`config.mk`:
```
export PLATFORM = sky130hd
export DESIGN_NAME = wb_stage
export DESIGN_NICKNAME = d
export VERILOG_FILES = /design/src/rtl/wb_stage.sv
export SDC_FILE = /design/constraint.sdc
export NUM_CORES = 1
export LEC_CHECK = 0
export CELL_PAD_IN_SITES_DETAIL_PLACEMENT = 1
export CELL_PAD_IN_SITES_GLOBAL_PLACEMENT = 2
export CORE_MARGIN = 10
export CORE_UTILIZATION = 23
export CTS_BUF_LIST = sky130_fd_sc_hd__clkbuf_2
export DETAILED_ROUTE_END_ITERATION = 10
export PLACE_DENSITY_LB_ADDON = 0.1
export SYNTH_ARGS = -nofsm -noshare
export SYNTH_HDL_FRONTEND = slang
export SYNTH_SLANG_ARGS = --single-unit
```
`constraint.sdc`:
```
create_clock -name CLOCK -period 2.5 [get_ports CLOCK]
set_input_delay 0.375 -clock CLOCK [delete_from_list [all_inputs] [get_ports CLOCK]]
set_output_delay 0.375 -clock CLOCK [all_outputs]
set_load 0.05 [all_outputs]
```
`src/rtl/wb_stage.sv`:
```
// -----------------------------------------------------------------------------
// wb_stage -- pipeline writeback stage
//
// Purpose:
//   This stage registers the result coming from the MEM stage. It selects the
//   writeback value from three sources: the ALU result, the aligned and
//   extended load data, or the link address (PC+4). It drives the register
//   file write port directly. It also keeps a retired-instruction counter for
//   debug display.
//
//   An instruction captured at edge N drives the outputs during cycle N..N+1.
//   The register file samples it at edge N+1. The "fresh" flag limits each
//   instruction to one write and one count. A stall holds the instruction but
//   clears fresh.
//
// Optional feature (macro WB_BYPASS_EN):
//   When this macro is defined, the stage adds a one-entry "last write"
//   register and exposes it on three outputs: bypass_valid, bypass_addr and
//   bypass_data. bypass_valid is high for exactly one cycle after a write
//   commits. The ID stage uses it to forward across the register file's
//   negedge-read window. When the macro is undefined, those ports and the
//   register do not exist.
//
// Ports:
//   CLOCK, reset        clock and synchronous active-high reset
//   stall, flush        hold the stage / kill the instruction being captured
//   in_*                MEM-stage instruction fields
//   WriteEnable         register file write strobe
//   write_address       register file write address (held field)
//   write_data_in       register file write data (held field)
//   wb_valid            the stage holds a valid instruction
//   misalign_err        one-cycle pulse for a misaligned load
//   retired_count       free-running count of retired instructions
//   bypass_*            last-write forwarding (WB_BYPASS_EN only)
// -----------------------------------------------------------------------------
module wb_stage #(
   parameter int DATA_W = 32,
   parameter int ADDR_W = 5
) (
   input  logic              CLOCK,
   input  logic              reset,
   input  logic              stall,
   input  logic              flush,
   input  logic              in_valid,
   input  logic              in_reg_write,
   input  logic [ADDR_W-1:0] in_dest,
   input  logic [1:0]        in_wb_sel,
   input  logic [DATA_W-1:0] in_alu_result,
   input  logic [DATA_W-1:0] in_mem_data,
   input  logic [DATA_W-1:0] in_pc_plus4,
   input  logic [1:0]        in_load_size,
   input  logic              in_load_unsigned,
   input  logic [1:0]        in_byte_offset,
   output logic              WriteEnable,
   output logic [ADDR_W-1:0] write_address,
   output logic [DATA_W-1:0] write_data_in,
   output logic              wb_valid,
   output logic              misalign_err,
`ifdef WB_BYPASS_EN
   output logic              bypass_valid,
   output logic [ADDR_W-1:0] bypass_addr,
   output logic [DATA_W-1:0] bypass_data,
`endif
   output logic [31:0]       retired_count
);

   localparam logic [1:0] SEL_ALU  = 2'b00;
   localparam logic [1:0] SEL_LOAD = 2'b01;
   localparam logic [1:0] SEL_LINK = 2'b10;

   localparam logic [1:0] SIZE_HALF = 2'b01;
   localparam logic [1:0] SIZE_BYTE = 2'b10;

   // ---------------------------------------------------------------------
   // Stage registers
   // ---------------------------------------------------------------------
   logic              valid_reg;
   logic              fresh_reg;
   logic              reg_write_reg;
   logic [ADDR_W-1:0] dest_reg;
   logic [DATA_W-1:0] wdata_reg;
   logic              misalign_reg;
   logic [31:0]       count_reg;

   logic [DATA_W-1:0] wdata_next;
   logic              misalign_next;

   // ---------------------------------------------------------------------
   // Load lane extraction: the four byte lanes of the raw memory word
   // ---------------------------------------------------------------------
   logic [7:0] byte_lane [4];

   genvar gi;
   generate
      for (gi = 0; gi < 4; gi++) begin : g_lane
         assign byte_lane[gi] = in_mem_data[8*gi +: 8];
      end
   endgenerate

   logic [7:0]  sel_byte;
   logic [15:0] sel_half;
   logic [DATA_W-1:0] load_data;

   always_comb begin
      sel_byte = byte_lane[in_byte_offset];
      // A half load uses only offset bit 1. Odd offsets are flagged as
      // misaligned and never write.
      sel_half = in_byte_offset[1] ? in_mem_data[31:16] : in_mem_data[15:0];
      case (in_load_size)
         SIZE_BYTE: load_data = {{24{sel_byte[7]  & ~in_load_unsigned}}, sel_byte};
         SIZE_HALF: load_data = {{16{sel_half[15] & ~in_load_unsigned}}, sel_half};
         default:   load_data = in_mem_data;   // word, and 11 treated as word
      endcase
   end

   always_comb begin
      case (in_wb_sel)
         SEL_LOAD: wdata_next = load_data;
         SEL_LINK: wdata_next = in_pc_plus4;
         default:  wdata_next = in_alu_result; // 00 and 11
      endcase
   end

   // Byte loads can never be misaligned. Half loads need an even offset.
   // Word loads (and size 11) need offset 00.
   always_comb begin
      misalign_next = 1'b0;
      if (in_wb_sel == SEL_LOAD) begin
         if (in_load_size == SIZE_HALF)
            misalign_next = in_byte_offset[0];
         else if (in_load_size != SIZE_BYTE)
            misalign_next = (in_byte_offset != 2'b00);
      end
   end

   // ---------------------------------------------------------------------
   // Capture logic: reset > flush > stall > normal capture
   // ---------------------------------------------------------------------
   logic retire;
   assign retire = valid_reg & fresh_reg;

   always_ff @(posedge CLOCK) begin
      if (reset) begin
         valid_reg     <= 1'b0;
         fresh_reg     <= 1'b0;
         reg_write_reg <= 1'b0;
         dest_reg      <= '0;
         wdata_reg     <= '0;
         misalign_reg  <= 1'b0;
         count_reg     <= '0;
      end else begin
         // The counter tracks the instruction currently in the stage. This is
         // independent of what is captured at this edge. Wraps naturally.
         if (retire)
            count_reg <= count_reg + 32'd1;

         if (flush) begin
            valid_reg <= 1'b0;
            fresh_reg <= 1'b0;
         end else if (stall) begin
            fresh_reg <= 1'b0;
         end else begin
            valid_reg     <= in_valid;
            fresh_reg     <= in_valid;
            reg_write_reg <= in_reg_write;
            dest_reg      <= in_dest;
            wdata_reg     <= wdata_next;
            misalign_reg  <= misalign_next;
         end
      end
   end

   // ---------------------------------------------------------------------
   // Outputs
   // ---------------------------------------------------------------------
   assign WriteEnable   = retire & reg_write_reg & (dest_reg != '0) & ~misalign_reg;
   assign write_address = dest_reg;
   assign write_data_in = wdata_reg;
   assign wb_valid      = valid_reg;
   assign misalign_err  = retire & misalign_reg;
   assign retired_count = count_reg;

`ifdef WB_BYPASS_EN
   // The last-write register keeps the committed write visible for one more
   // cycle. Flush does not touch it because the write has already happened.
   logic              byp_valid_reg;
   logic [ADDR_W-1:0] byp_addr_reg;
   logic [DATA_W-1:0] byp_data_reg;

   always_ff @(posedge CLOCK) begin
      if (reset) begin
         byp_valid_reg <= 1'b0;
         byp_addr_reg  <= '0;
         byp_data_reg  <= '0;
      end else begin
         byp_valid_reg <= WriteEnable;
         if (WriteEnable) begin
            byp_addr_reg <= dest_reg;
            byp_data_reg <= wdata_reg;
         end
      end
   end

   assign bypass_valid = byp_valid_reg;
   assign bypass_addr  = byp_addr_reg;
   assign bypass_data  = byp_data_reg;
`endif

endmodule

```
==> impl_metrics.py <==
metrics = {
    "yosys": {
        "synth_async_sr_flop_share": 0,
        "avgSynthCellArea_sq_um": 7.70,
        "syn_inst": 552,
        "synth-edff-count": 0,
        "ys.warnings.count": 0,
        "ys_seq_area_frac": 0.344,
        "synthFlopType": "dfxtp_1",
        "synthesis.nets": 671,
        "yosysUniqueCellTypes": 47,
        "ys_seq_elements": 73,
        "syn-cell-area_sq_um": 4250,
    },
    "cells_and_area": {
        "layout_commonest_cell": "clkdlybuf4s50_1",
        "area_growth_pct": 55.6,
        "drive_above_1_share": 0.0878,
        "fin_nets": 843,
        "utilization": 0.366,
        "final_cell_mix": "181 x clkdlybuf4s50_1, 79 x nand2_1, 73 x dfxtp_1",
        "fillers": 2149,
    },
    "grt": {
        "grt_pass1_wl_um": 31000,
        "met2_usage": 0.293,
        "grt_pass1_vias": 5503,
        "grt_antenna_before_repair": 3,
        "top_usage_layer": "met2",
        "grtUsageTotal": 0.161,
        "grt_max_degree": 74,
        "use_met3": 0.0540,
        "use_met1": 0.169,
        "globalRouteOverflowTotal": 0,
    },
    "cts": {
        "cts_root_buf": "clkbuf_2",
        "clock_path_buffers": 2,
        "clkSinkCount": 73,
        "clkLatencyLatePin_ns": 0.58,
        "cts_tree": "done",
        "numCtsBuffers": 9,
        "clkSlewWorstSetupHoldPaths_ns": 0.25,
        "htreeDepth": 3,
    },
    "routing": {
        "finalWirelength_um": 20100,
        "drc": 0,
        "routedWlPerCell_um": 20.9,
        "drt-initial-drc-count": 167,
        "dr_total_vias": 4998,
        "ant_nets": 0,
        "dr.pass1.iters": 4,
        "drt-vias-per-instance": 5.20,
    },
    "floorplan": {
        "start_util": 0.235,
        "coreArea_sq_um": 18100,
        "die_y_um": 156,
        "num_rows": 49,
        "boundaryPins": 186,
        "die_area_sq_um": 24300,
        "fp.dieW_um": 156,
    },
    "timing": {
        "worstMarginPinSlew_ns": 0.866,
        "fmax_mhz": 425,
        "final-setup-viol-count": 0,
        "period_share": 0.940,
        "rsz0062_at_grt": "no",
        "finalSetupTns_ns": 0,
        "period_needed_ns": 2.35,
        "worst_clock_skew_ns": 0.0177,
        "fin_ws_ns": 0.149,
        "maxSlewViolCount": 0,
        "final_hold_viol_count": 0,
        "slew_headroom": 0.423,
    },
    "critical_path": {
        "critPathMaxStageDelay_ns": 0.86,
        "critPathKind": "flip-flop to output pin",
        "worstPathMaxFanout": 8,
        "crit_family": "buffers and inverters",
        "cp-start-kind": "flip-flop",
        "required_ns": 2.12,
        "end_kind": "output pin",
        "worst-path-buf-inv": 1,
        "crit_slowest_cell": "clkdlybuf4s50_1",
        "worstPathCellList": "clkdlybuf4s50_1",
        "rrSetupSlack_ns": 0.29,
        "crit_arrival_ns": 1.98,
    },
    "placed_design": {
        "hpwl_um": 15300,
        "place_congestion": 0.818,
        "place_ws_ns": 0.152,
        "port_buffers": 185,
    },
    "power_and_ir_drop": {
        "total_power_w": 0.00307,
        "ir_worst_vdd_v": 0.000183,
        "p_per_area_nw_per_um2": 463,
        "p_leak_nw": 2.18,
    },
    "outcome": {
        "status": "finished clean",
    },
    "worst_hold_path": {
        "min_path_type": "input pin to flip-flop",
    },
    "run": {
        "cap_violations": 0,
    },
}
metal layers:
layer | vias to the layer above | share of wire
met5 | - | 0
met4 | 0 | 0.018
met3 | 22 | 0.068
met2 | 125 | 0.52
met1 | 2427 | 0.39
li1 | 2424 | -
where the power goes:
part	internal, W	leakage, nW	switching (W)
clock network	0.000442	0.0971	0.000517
registers	0.00121	0.594	0.0000275
logic	0.000384	1.49	0.000486
total	0.00204	2.18	0.00103
path summary, 6_finish.rpt:
| check | start | end | depth (start not counted) |
|---|---|---|---|
| hold / removal | in_dest[1] | write_address[1]$_SDFFE_PP0P_ | 3 |
| setup reg to reg | retired_count[0]$_SDFFE_PP0P_ | retired_count[30]$_SDFFE_PP0P_ | 5 |
| setup / recovery | retired_count[23]$_SDFFE_PP0P_ | retired_count[23] | 1 |
| hold reg to reg | write_data_in[7]$_SDFFE_PP0P_ | write_data_in[7]$_SDFFE_PP0P_ | 2 |
metrics by stage:
step | hold slack [ns] | instance area [sq um] | cells
after floorplan | 0.431 | 4260 | 552
after global placement | 0.443 | 6430 | 942
after detailed placement | 0.450 | 6430 | 942
after CTS | 0.203 | 6600 | 958
after global routing | 0.224 | 6620 | 960
final | 0.301 | 6620 | 961
Yosys cell counts (5+ instances only):
cell type,instances,share of area
a21o_1,7,0.012
mux2_2,8,0.021
ha_1,5,0.015
clkbuf_1,41,0.036
o31ai_1,14,0.025
a21oi_1,33,0.039
o22ai_1,29,0.043
buf_2,5,0.0059
dfxtp_1,73,0.34
a211oi_1,7,0.012
xnor2_1,9,0.019
a221oi_1,8,0.016
o32ai_1,17,0.035
or3_1,16,0.024
o211ai_1,24,0.042
o21ai_0,51,0.060
or4_1,17,0.030
nand3_1,17,0.020
inv_1,17,0.015
nand2_1,79,0.070
nor2_1,24,0.021
o2bb2ai_1,7,0.014
kinds of logic (layout without fill, tap and decap cells):
logic type / after synthesis / count (layout) / share of synthesized area
AOI/OAI and AO/OA: 203 / 203 / 0.312
xor gates and xnor gates: 12 / 12 / 0.0247
adders and majority gates: 5 / 5 / 0.0147
buffers and inverters: 67 / 244 / 0.0615
DFF: 73 / 73 / 0.344
muxes: 11 / 11 / 0.0312
other: 0 / 3 / 0
and+or+nand+nor: 181 / 181 / 0.212
what timing repair did:
action | CTS | global route
endpoints found under the setup margin | 1 | 2
gates resized for setup | 1 | 2
buffers inserted | 0 | 0
hold buffers | 0 | 0
cell type report:
class	count	area [sq um]	area share
clock inverter	7	125	0.0189
tap	229	287	0.0433
timing repair buffer	211	2080	0.314
antenna	3	7.51	0.00113
sequential	73	1460	0.221
clock buffer	9	45.0	0.00681
multi-input combinational	412	2550	0.385
inverter	17	63.8	0.00964
Power figures use the tool's default switching activity.
